$ cat src/rtl/alu_pkg.sv
// alu_pkg: shared definitions for the sequential ALU.
// Holds the opcode constants, the flag bit indices into the 5-bit
// {Z,C,F,N,L} flag vector, and the sequencer state encoding.
package alu_pkg;

  // Single-cycle opcodes
  localparam logic [7:0] OP_AND   = 8'h01;
  localparam logic [7:0] OP_OR    = 8'h02;
  localparam logic [7:0] OP_XOR   = 8'h03;
  localparam logic [7:0] OP_NOT   = 8'h04;
  localparam logic [7:0] OP_ADD   = 8'h05;
  localparam logic [7:0] OP_SUB   = 8'h06;
  localparam logic [7:0] OP_ADDU  = 8'h07;
  localparam logic [7:0] OP_ADDC  = 8'h08;
  localparam logic [7:0] OP_ADDCU = 8'h09;
  localparam logic [7:0] OP_CMP   = 8'h0B;
  localparam logic [7:0] OP_CMPU  = 8'h0F;

  // Multi-cycle opcodes
  localparam logic [7:0] OP_MUL   = 8'h0E;
  localparam logic [7:0] OP_LSH   = 8'h84;
  localparam logic [7:0] OP_ARSH  = 8'h86;

  // Flag indices within {Z,C,F,N,L}
  localparam int unsigned FLAG_Z = 4;
  localparam int unsigned FLAG_C = 3;
  localparam int unsigned FLAG_F = 2;
  localparam int unsigned FLAG_N = 1;
  localparam int unsigned FLAG_L = 0;

  typedef enum logic [1:0] {
    ST_IDLE  = 2'd0,
    ST_SHIFT = 2'd1,
    ST_MUL   = 2'd2
  } state_e;

  function automatic logic is_shift_op(input logic [7:0] op);
    return (op == OP_LSH) || (op == OP_ARSH);
  endfunction

endpackage

$ cat src/rtl/alu_comb.sv
// alu_comb: single-cycle datapath and flag generation.
// Ports:
//   op_i     opcode
//   a_i,b_i  operands
//   flags_i  current status flags (carry-in for ADDC/ADDCU, NOP passthrough)
//   res_o    result
//   flags_o  {Z,C,F,N,L} for this result
// Opcodes not handled here produce the NOP response: res_o=0, flags_o=flags_i.
module alu_comb
  import alu_pkg::*;
#(
  parameter int unsigned WIDTH = 16
) (
  input  logic [7:0]       op_i,
  input  logic [WIDTH-1:0] a_i,
  input  logic [WIDTH-1:0] b_i,
  input  logic [4:0]       flags_i,
  output logic [WIDTH-1:0] res_o,
  output logic [4:0]       flags_o
);

  logic             cin;
  logic [WIDTH:0]   sum;
  logic [WIDTH-1:0] diff;

  always_comb begin
    cin  = ((op_i == OP_ADDC) || (op_i == OP_ADDCU)) ? flags_i[FLAG_C] : 1'b0;
    sum  = {1'b0, a_i} + {1'b0, b_i} + {{WIDTH{1'b0}}, cin};
    diff = a_i - b_i;

    res_o   = '0;
    flags_o = flags_i;

    case (op_i)
      OP_AND, OP_OR, OP_XOR, OP_NOT: begin
        case (op_i)
          OP_AND:  res_o = a_i & b_i;
          OP_OR:   res_o = a_i | b_i;
          OP_XOR:  res_o = a_i ^ b_i;
          default: res_o = ~a_i;
        endcase
        flags_o         = '0;
        flags_o[FLAG_Z] = (res_o == '0);
      end
      OP_ADD, OP_ADDC: begin
        res_o           = sum[WIDTH-1:0];
        flags_o         = '0;
        flags_o[FLAG_Z] = (res_o == '0);
        // signed overflow: like-signed operands giving an opposite-signed sum
        flags_o[FLAG_F] = (a_i[WIDTH-1] == b_i[WIDTH-1]) && (res_o[WIDTH-1] != a_i[WIDTH-1]);
        flags_o[FLAG_N] = res_o[WIDTH-1];
      end
      OP_SUB: begin
        res_o           = diff;
        flags_o         = '0;
        flags_o[FLAG_Z] = (res_o == '0);
        flags_o[FLAG_F] = (a_i[WIDTH-1] != b_i[WIDTH-1]) && (res_o[WIDTH-1] != a_i[WIDTH-1]);
        flags_o[FLAG_N] = res_o[WIDTH-1];
      end
      OP_ADDU, OP_ADDCU: begin
        res_o           = sum[WIDTH-1:0];
        flags_o         = '0;
        flags_o[FLAG_Z] = (res_o == '0);
        flags_o[FLAG_C] = sum[WIDTH];
      end
      OP_CMP: begin
        flags_o         = '0;
        flags_o[FLAG_Z] = (a_i == b_i);
        flags_o[FLAG_N] = ($signed(a_i) < $signed(b_i));
      end
      OP_CMPU: begin
        flags_o         = '0;
        flags_o[FLAG_Z] = (a_i == b_i);
        flags_o[FLAG_L] = (a_i < b_i);
      end
      default: ;
    endcase
  end

endmodule

$ cat src/rtl/alu_seq.sv
// alu_seq: sequential ALU with a one-entry result register.
// Single-cycle ops come from alu_comb; shifts (one bit per cycle) and the
// optional shift-add multiplier are sequenced here.
// Ports:
//   clk, reset            clock, synchronous active-high reset
//   in_valid/in_ready     request handshake; in_op, in_a, in_b request payload
//   out_valid/out_ready   result handshake; out_data, out_flags result payload
//   flags                 live status flags {Z,C,F,N,L}
//   busy                  multi-cycle operation in progress
// Configuration macro: ALU_SEQ_MUL_EN enables opcode 0x0E (MUL); when
// undefined 0x0E is a NOP and no multiplier hardware is built.
module alu_seq
  import alu_pkg::*;
#(
  parameter int unsigned WIDTH = 16
) (
  input  logic             clk,
  input  logic             reset,
  input  logic             in_valid,
  output logic             in_ready,
  input  logic [7:0]       in_op,
  input  logic [WIDTH-1:0] in_a,
  input  logic [WIDTH-1:0] in_b,
  output logic             out_valid,
  input  logic             out_ready,
  output logic [WIDTH-1:0] out_data,
  output logic [4:0]       out_flags,
  output logic [4:0]       flags,
  output logic             busy
);

  // Shift amount is the signed field B[log2(WIDTH):0]; its magnitude can
  // never exceed WIDTH, so the clamp to WIDTH is implicit in this width.
  localparam int unsigned AW = $clog2(WIDTH) + 1;

  state_e           state_q, state_d;
  logic             out_valid_q, out_valid_d;
  logic [WIDTH-1:0] out_data_q, out_data_d;
  logic [4:0]       out_flags_q, out_flags_d;
  logic [4:0]       flags_q, flags_d;
  logic [WIDTH-1:0] sh_q, sh_d;
  logic [AW-1:0]    sh_cnt_q, sh_cnt_d;
  logic             sh_left_q, sh_left_d;
  logic             sh_arith_q, sh_arith_d;

`ifdef ALU_SEQ_MUL_EN
  logic [2*WIDTH-1:0] mc_q, mc_d;
  logic [WIDTH-1:0]   mp_q, mp_d;
  logic [2*WIDTH-1:0] prod_q, prod_d, prod_n;
  logic [AW-1:0]      mul_cnt_q, mul_cnt_d;
`endif

  logic             accept;
  logic [AW-1:0]    sh_amt, sh_mag;
  logic             sh_neg;
  logic [WIDTH:0]   sh_first, sh_step;
  logic             wr_en;
  logic [WIDTH-1:0] wr_data;
  logic [4:0]       wr_flags;
  logic [WIDTH-1:0] comb_res;
  logic [4:0]       comb_flags;

  alu_comb #(.WIDTH(WIDTH)) u_comb (
    .op_i    (in_op),
    .a_i     (in_a),
    .b_i     (in_b),
    .flags_i (flags_q),
    .res_o   (comb_res),
    .flags_o (comb_flags)
  );

  // One-bit shift; returns {bit shifted out, shifted value}.
  function automatic logic [WIDTH:0] shift1(input logic [WIDTH-1:0] v,
                                            input logic left, input logic arith);
    if (left) return {v[WIDTH-1], v[WIDTH-2:0], 1'b0};
    else      return {v[0], (arith ? v[WIDTH-1] : 1'b0), v[WIDTH-1:1]};
  endfunction

  assign in_ready  = (state_q == ST_IDLE) && (!out_valid_q || out_ready);
  assign accept    = in_valid && in_ready;
  assign busy      = (state_q != ST_IDLE);
  assign out_valid = out_valid_q;
  assign out_data  = out_data_q;
  assign out_flags = out_flags_q;
  assign flags     = flags_q;

  always_comb begin
    state_d    = state_q;
    sh_d       = sh_q;
    sh_cnt_d   = sh_cnt_q;
    sh_left_d  = sh_left_q;
    sh_arith_d = sh_arith_q;
    wr_en      = 1'b0;
    wr_data    = '0;
    wr_flags   = '0;
`ifdef ALU_SEQ_MUL_EN
    mc_d      = mc_q;
    mp_d      = mp_q;
    prod_d    = prod_q;
    mul_cnt_d = mul_cnt_q;
    prod_n    = mp_q[0] ? (prod_q + mc_q) : prod_q;
`endif

    sh_amt   = in_b[AW-1:0];
    sh_neg   = sh_amt[AW-1];
    sh_mag   = sh_neg ? -sh_amt : sh_amt;
    sh_first = shift1(in_a, !sh_neg, (in_op == OP_ARSH));
    sh_step  = shift1(sh_q, sh_left_q, sh_arith_q);

    case (state_q)
      ST_IDLE: begin
        if (accept) begin
          if (is_shift_op(in_op)) begin
            // The first bit moves in the accept cycle, so an n-bit shift
            // presents its result n cycles after acceptance; n<=1 never
            // needs the SHIFT state.
            if (sh_mag == '0) begin
              wr_en            = 1'b1;
              wr_data          = in_a;
              wr_flags[FLAG_Z] = (in_a == '0);
            end else if (sh_mag == AW'(1)) begin
              wr_en            = 1'b1;
              wr_data          = sh_first[WIDTH-1:0];
              wr_flags[FLAG_Z] = (sh_first[WIDTH-1:0] == '0);
              wr_flags[FLAG_C] = sh_first[WIDTH];
            end else begin
              state_d    = ST_SHIFT;
              sh_d       = sh_first[WIDTH-1:0];
              sh_cnt_d   = sh_mag - AW'(1);
              sh_left_d  = !sh_neg;
              sh_arith_d = (in_op == OP_ARSH);
            end
          end
`ifdef ALU_SEQ_MUL_EN
          else if (in_op == OP_MUL) begin
            state_d   = ST_MUL;
            mc_d      = {{WIDTH{1'b0}}, in_a};
            mp_d      = in_b;
            prod_d    = '0;
            mul_cnt_d = AW'(WIDTH);
          end
`endif
          else begin
            wr_en    = 1'b1;
            wr_data  = comb_res;
            wr_flags = comb_flags;
          end
        end
      end
      ST_SHIFT: begin
        sh_d     = sh_step[WIDTH-1:0];
        sh_cnt_d = sh_cnt_q - AW'(1);
        if (sh_cnt_q == AW'(1)) begin
          state_d          = ST_IDLE;
          wr_en            = 1'b1;
          wr_data          = sh_step[WIDTH-1:0];
          wr_flags[FLAG_Z] = (sh_step[WIDTH-1:0] == '0);
          wr_flags[FLAG_C] = sh_step[WIDTH];
        end
      end
`ifdef ALU_SEQ_MUL_EN
      ST_MUL: begin
        prod_d    = prod_n;
        mc_d      = mc_q << 1;
        mp_d      = mp_q >> 1;
        mul_cnt_d = mul_cnt_q - AW'(1);
        if (mul_cnt_q == AW'(1)) begin
          state_d          = ST_IDLE;
          wr_en            = 1'b1;
          wr_data          = prod_n[WIDTH-1:0];
          wr_flags[FLAG_Z] = (prod_n[WIDTH-1:0] == '0);
          wr_flags[FLAG_C] = (prod_n[2*WIDTH-1:WIDTH] != '0);
        end
      end
`endif
      default: state_d = ST_IDLE;
    endcase

    out_valid_d = wr_en ? 1'b1 : (out_ready ? 1'b0 : out_valid_q);
    out_data_d  = wr_en ? wr_data  : out_data_q;
    out_flags_d = wr_en ? wr_flags : out_flags_q;
    flags_d     = wr_en ? wr_flags : flags_q;
  end

  always_ff @(posedge clk) begin
    if (reset) begin
      state_q     <= ST_IDLE;
      out_valid_q <= 1'b0;
      out_data_q  <= '0;
      out_flags_q <= '0;
      flags_q     <= '0;
      sh_q        <= '0;
      sh_cnt_q    <= '0;
      sh_left_q   <= 1'b0;
      sh_arith_q  <= 1'b0;
`ifdef ALU_SEQ_MUL_EN
      mc_q        <= '0;
      mp_q        <= '0;
      prod_q      <= '0;
      mul_cnt_q   <= '0;
`endif
    end else begin
      state_q     <= state_d;
      out_valid_q <= out_valid_d;
      out_data_q  <= out_data_d;
      out_flags_q <= out_flags_d;
      flags_q     <= flags_d;
      sh_q        <= sh_d;
      sh_cnt_q    <= sh_cnt_d;
      sh_left_q   <= sh_left_d;
      sh_arith_q  <= sh_arith_d;
`ifdef ALU_SEQ_MUL_EN
      mc_q        <= mc_d;
      mp_q        <= mp_d;
      prod_q      <= prod_d;
      mul_cnt_q   <= mul_cnt_d;
`endif
    end
  end

endmodule
$ cat config.mk
export PLATFORM = sky130hd
export DESIGN_NAME = alu_seq
export DESIGN_NICKNAME = d
export VERILOG_FILES = /design/src/rtl/alu_pkg.sv /design/src/rtl/alu_comb.sv /design/src/rtl/alu_seq.sv
export SDC_FILE = /design/constraint.sdc
export NUM_CORES = 1
export LEC_CHECK = 0
export ABC_AREA = 1
export CAP_MARGIN = 10
export CORE_ASPECT_RATIO = 0.9
export CORE_MARGIN = 4
export CORE_UTILIZATION = 45
export CTS_CLUSTER_SIZE = 24
export DETAILED_ROUTE_END_ITERATION = 10
export PLACE_DENSITY = 0.66
export SKIP_CTS_REPAIR_TIMING = 1
export SLEW_MARGIN = 20
export SYNTH_ARGS = -nofsm -noshare
export SYNTH_HDL_FRONTEND = slang
export SYNTH_SLANG_ARGS = --single-unit
$ cat constraint.sdc
create_clock -name clk -period 2.8 [get_ports clk]
set_input_delay 0.28 -clock clk [delete_from_list [all_inputs] [get_ports clk]]
set_output_delay 0.28 -clock clk [all_outputs]
set_load 0.05 [all_outputs]
Word-level counts from Yosys, hierarchy flattened
Cells that the tools add are included.
{ "totals": {"inputBits": 44, "regBits": 47} }
{ "classes": {"muxes": 49, "eq_ne": 27, "bitwise": 6, "reduce_logical": 28, "n_addsub": 6, "magnitude_cmp": 2} }
{ "op_table": {"columns": ["op", "count"], "rows": [
  ["2-to-1 mux 16 bit", 10],
  ["zero test 16 bit", 6],
  ["one-hot mux 16 bit (3 select lines)", 2],
  ["one-hot mux 16 bit (2 select lines)", 2],
  ["2-to-1 mux 17 bit", 2],
  ["equality test 8 x 3 -> 1 bit (second input constant)", 4],
  ["equality test 8 x 4 -> 1 bit (second input constant)", 4],
  ["< comparator 16 bit", 2],
  ["2-to-1 mux 5 bit", 6],
  ["one-hot mux 5 bit (6 select lines)", 1],
  ["adder 16 x 16 -> 17 bit", 1],
  ["adder 17 x 1 -> 17 bit", 1],
  ["bitwise AND 16 bit", 1],
  ["equality test 16 bit", 1],
  ["equality test 8 x 2 -> 1 bit (second input constant)", 2],
  ["equality test 8 bit (second input constant)", 2],
  ["2-to-1 mux 2 bit", 8],
  ["inverter 16 bit", 1],
  ["OR 16 bit", 1],
  ["subtractor 16 bit", 1],
  ["bitwise XOR 16 bit", 1],
  ["AND reduction 5 bit", 3],
  ["2-to-1 mux 1 bit", 12],
  ["equality test 5 x 1 -> 1 bit (second input constant)", 2],
  ["other kinds (23)", 42]
]} }

Longest topological paths before layout
{ "logic_depth": {"word_depth": 10, "mapped_depth": 21} }

Hierarchy
A second synthesis with hierarchy kept.
{ "unflattened": {"cells_unflattened": 1317, "area_unflattened_um2": 7074.3} }
{ "by_module_without_submodules": {"columns": ["mod", "seq_area_each_um2", "n_inst", "cells_each", "area_each_um2"], "rows": [
  ["alu_seq", 920.9, 1, 642, 3553.4],
  ["alu_comb", 0.0, 1, 675, 3520.9]
]} }

Least setup slack after synthesis
No wires, ideal clock.
{ "synth_timing": {"path_type": "flip-flop to flip-flop", "from": "register out_valid_q, in the netlist out_valid", "to": "register sh_cnt_q[3]", "setup_slack_ns": 0.133, "required_ns": 2.684, "t_arrival_ns": 2.552, "path_buffers": 1, "setup_time_ns": 0.116, "stages_incl_launch_ff": 12, "path_cell_list": "dfxtp_1 -> nand2_1 -> inv_1 -> nor2_1 -> nand2_1 -> inv_1 -> nand4_1 -> inv_2 -> nor2_4 -> buf_4 -> o21ai_0 -> nor2_1"} }
{ "synth_between": {"elab_chain_len": 6} }
{ "synth_rtl": {"columns": ["element", "line_no", "rtl"], "rows": [
  ["start: declaration", "alu_seq.sv:37", "logic out_valid_q, out_valid_d;"],
  ["start signal: assignment", "alu_seq.sv:204", "out_valid_q <= out_valid_d;"],
  ["zero test 1 bit", "alu_seq.sv:79", "assign in_ready = (state_q == ST_IDLE) && (!out_valid_q || out_ready);"],
  ["logical OR 1 bit", "alu_seq.sv:79", null],
  ["logical AND 1 bit", "alu_seq.sv:79", null],
  ["via in_ready", "alu_seq.sv:20", "output logic in_ready,"],
  ["logical AND 1 bit", "alu_seq.sv:80", "assign accept = in_valid && in_ready;"],
  ["!= test 2 bit (no source line)", null, null],
  ["AND reduction 5 bit (no source line)", null, null],
  ["end signal: assignment", "alu_seq.sv:209", "sh_cnt_q <= sh_cnt_d;"],
  ["end: declaration", "alu_seq.sv:42", "logic [AW-1:0] sh_cnt_q, sh_cnt_d;"]
]} }
The timed path passes the listed nets, and every way through them passes these cells.
A chain may end at the register's enable or synchronous reset.

Worst setup path after layout
{ "layout_timing": {"from": "input in_a[3]", "to": "register flags_q[4], in the netlist flags[4]"} }
{ "layout_between": {"elab_chain_len": 8, "elab_cells_between_ends": 22, "cone_classes": "add/sub: 3; eq/ne: 1; mux: 9; bitwise: 4; reduce/logical: 5"} }
{ "layout_rtl": {"columns": ["element", "line_no", "rtl"], "rows": [
  ["start: declaration", "alu_seq.sv:22", "input logic [WIDTH-1:0] in_a,"],
  ["parallel branches: the longest is 5 deep, another holds adder 16 x 16 -> 17 bit", null, null],
  ["2-to-1 mux 2 bit *", "alu_seq.sv:113", "if (is_shift_op(in_op)) begin"],
  ["2-to-1 mux 5 bit *", "alu_seq.sv:112", "if (accept) begin"],
  ["one-hot mux 2 bit (2 select lines) *", "alu_seq.sv:110", "case (state_q)"],
  ["end signal: assignment", "alu_seq.sv:207", "flags_q <= flags_d;"],
  ["end: declaration", "alu_seq.sv:40", "logic [4:0] flags_q, flags_d;"]
]} }
Mark *: on every way between the ends. The select of a mux whose other input is x is not followed.

==> metrics.md <==
| Metric | Value |
|---|---|
| Status | complete, no violations |
| GPL Wtd Cong | between 0.9 and 1 |
| Area growth syn-to-layout | 35.6% |
| Setup violators final | 0 |
| Max incr delay on CP | 0.48 ns |
| Cells after synthesis | 1137 |
| Die Wd | approximately 140 um |
| Syn. warnings | 0 |
| # rows | between 40 and 50 |
| Initial drt markers | slightly above 900 |
| Number of synthesized flops with an enable pin | 0 |
| Via density | about 5.6 |
| Pwr Density | between 200 and 300 nW/um2 |
| Grt ovf | 0 |
| Area fraction of the dominant cell type after synthesis | a little under a fifth |
| Final hold slack | roughly 0.46 ns |
| Worst path buffer plus inverter count | 4 |
| Netlist cell types | 55 |
| CP endpoint kind | flip-flop |
| First-pass GRT wire length | about 42 mm |
| CP startpoint kind | input port |
| Layout cells sized above 1 | between 20% and 30% |
| Top post-synthesis cells by area | nand2_1 19%, dfxtp_1 14%, ha_1 10%, inv_1 7.9%, nand3_1 7.5% |
| #FFs+latches synth | 46 |
| Nets | 1446 |
| Via count | about 8.5k |
| Htree depth | 2 |
| Clk_skew | 0.00724 ns |
| Core Region | 14200 um2 |
| Final slew viol count | 0 |
| Post-synthesis cell area | between 6000 and 7000 um2 |
| Die area | between 15000 and 20000 um2 |
| CTS Buf Count | 5 |
| IO Port Bufs | just over 70 |
| Endpoints failing hold | 0 |
| Syn nets | around 1.2k |
| Post-synth top flop | dfxtp_1 |
| PnR Total Power | 2560 uW |
| Final period util | about 94% |
| Register area share after synthesis | about 14% |
| Crit-path most repeated cell | nand2_1 |
| Max Fanout on Critical Path | 5 |
| Die height | approximately 120 um |
| TNS Setup | 0 ns |
| Worst rel slew slack | approximately three fifths |
| Clock sink count | 46 |
| Pleak | roughly 0.0043 uW |
| DRC Markers | 0 |
| Clock Latency Late Sink | 0.29 ns |
| Clock tree buffer depth | 2 |
| Achievable frequency | approximately 380 MHz |
| CP arrival | between 2 and 3 ns |
| Final worst slack | about 0.16 ns |
| Routed Antenna Nets | 0 |
| RSZ-0062 raised after global routing | yes |
| WL per Instance | 17.6 um |
| Average size of a mapped cell | ~5.8 um2 |
| R2r setup slk | 0.20 ns |
| Clk root buf | clkbuf_16 |
| VDD IR max | approximately 0.00023 V |
| MaxCap Viol Count | 0 |
| CTS clock-pin slew for the worst setup and hold paths | 0.07 ns |
| Final antenna diode count | 0 |
| DRT Pass-1 Iters | 6 |
| Most common cell in the netlist | nand2_1 |
| Final wirelength | 27.1 mm |
| Cell taking the most area after synthesis | nand2_1 |
| GRT Util Overall | between 30% and 40% |
| Initial antenna violation count | 0 |
| Slowest cell on crit path | clkdlybuf4s50_1 |
| Async SR Flop Fraction | 0% |
| Largest net degree at the start of global routing | 37 |
| HP Class | reg2reg |
| HPWL after DPL | 22.6 mm |
| Place WS | -0.455 ns |
| CP Cell Sequence | clkdlybuf4s50_1 -> inv_1 -> ha_1 -> buf_4 -> inv_1 -> nor2_1 -> a21oi_1 -> nand2_1 -> nand3_1 -> nand2_1 -> nand2_1 -> nand3_1 -> nor2_1 -> nand3_1 -> nand3_1 -> nand2_1 -> nand2_1 -> nand2_2 -> a21oi_2 |
| Initial Utilization | around 46% |
| Util after Layout | between 60% and 70% |
| CTS tree | built |
| Worst path required time | approximately 3 ns |
| Vias in the first global route | 7908 |
| Min cycle time layout | between 2 and 3 ns |
| Commonest cells post-synth | 331 x nand2_1, 138 x inv_1, 103 x nor2_1 |
| IO Pins | 73 |
| CP top delay family | simple AND/OR/NAND/NOR gates |
| Critical path class | in2reg |
| Worst-Margin Slew | 0.573 ns |
==> logic make-up (layout without fill, tap and decap cells) <==
group | Yosys count | count (layout) | share of synthesized area (%)
AND/OR/NAND/NOR | 608 | 608 | 40.1
multiplexers | 2 | 2 | 0.304
AO/OA/AOI/OAI | 210 | 210 | 19.9
adder cells (fa/ha/maj) | 57 | 57 | 11.2
flip-flops | 46 | 46 | 14.0
XOR/XNOR | 12 | 12 | 1.71
buffers and inverters | 202 | 411 | 12.8
==> final cells by class <==
| type | instances | area [um2] |
|---|---|---|
| clock buffers | 5 | 125 |
| clock inverters | 3 | 40.0 |
| fillers | 1434 | 5240 |
| inverters | 151 | 567 |
| multi-input cells | 889 | 4920 |
| flip-flops and latches | 46 | 922 |
| well taps | 193 | 241 |
| repair buffers | 252 | 2110 |
==> power breakdown <==
| part | switching (uW) | leakage, uW | total [uW] | internal [uW] |
|---|---|---|---|---|
| Clock | 261 | 0.0000836 | 680 | 418 |
| Sequential | 5.84 | 0.000372 | 668 | 663 |
| Combinational | 716 | 0.00385 | 1210 | 498 |
==> through the flow <==
stage	instances	cell area (um2)
after floorplan	1137	6580
after global placement	1531	8630
after detailed placement	1531	8630
after CTS	1539	8790
after global routing	1539	8920
final	1539	8920
==> metal layers <==
layer	part of all wire [%]	vias up	global-route usage, %	routed length (um)
met2	42	428	49.3	11400
met4	2.1	0	6.11	565
met3	9.0	47	4.26	2440
li1	-	4151	-	-
met5	0	-	0	0
met1	47	3921	47.9	12700
==> layout by cell type, fill, tap and decap left out, types with 6 or more instances in the layout <==
master and count:
a211oi_1 8, a21oi_1 59, a21oi_2 11, a22oi_1 6, a31oi_1 20, buf_4 178, clkdlybuf4s50_1 63, dfxtp_1 45
dlymetal6s2s_1 9, ha_1 52, inv_1 137, inv_2 12, nand2_1 320, nand2_2 15, nand3_1 96, nand3b_1 10
nand4_1 18, nor2_1 97, nor2_2 11, nor3_1 9, o21ai_0 52, o21ai_1 7, o221ai_1 6, o22ai_1 10
or2_2 9, xor2_1 7
==> registers in the layout, summed over array words and instances, names as in the netlist <==
name / count
out_data: 16
sh_q: 16
flags: 5
sh_cnt_q: 5
out_valid: 1
sh_arith_q: 1
sh_left_q: 1
state_q: 1
==> worst reg2reg max path: stages (launching register included) <==
cell and delay, ns:
dfxtp_2 0.35, nand2_2 0.06, nor3_4 0.29, fa_2 0.30, fa_2 0.45, nor2_1 0.13, nand2_1 0.07, nor2_1 0.08
nand3_1 0.07, nor2_1 0.13, nand2_1 0.07, nor2_1 0.09, nand3_1 0.08, nand3_1 0.08, nand2_1 0.05, nand2_1 0.07
nand2_2 0.05, a21oi_2 0.12
==> path summary, 6_finish.rpt <==
check | startpoint | to | cells past startpoint
worst max-delay path | in_a[3] | flags[4] | 19
worst min-delay path | sh_arith_q | sh_arith_q | 2
worst max register to register | flags[3] | flags[4] | 17
worst min register to register | sh_arith_q | sh_arith_q | 2
No activity file was read; power rests on OpenSTA's default activity.
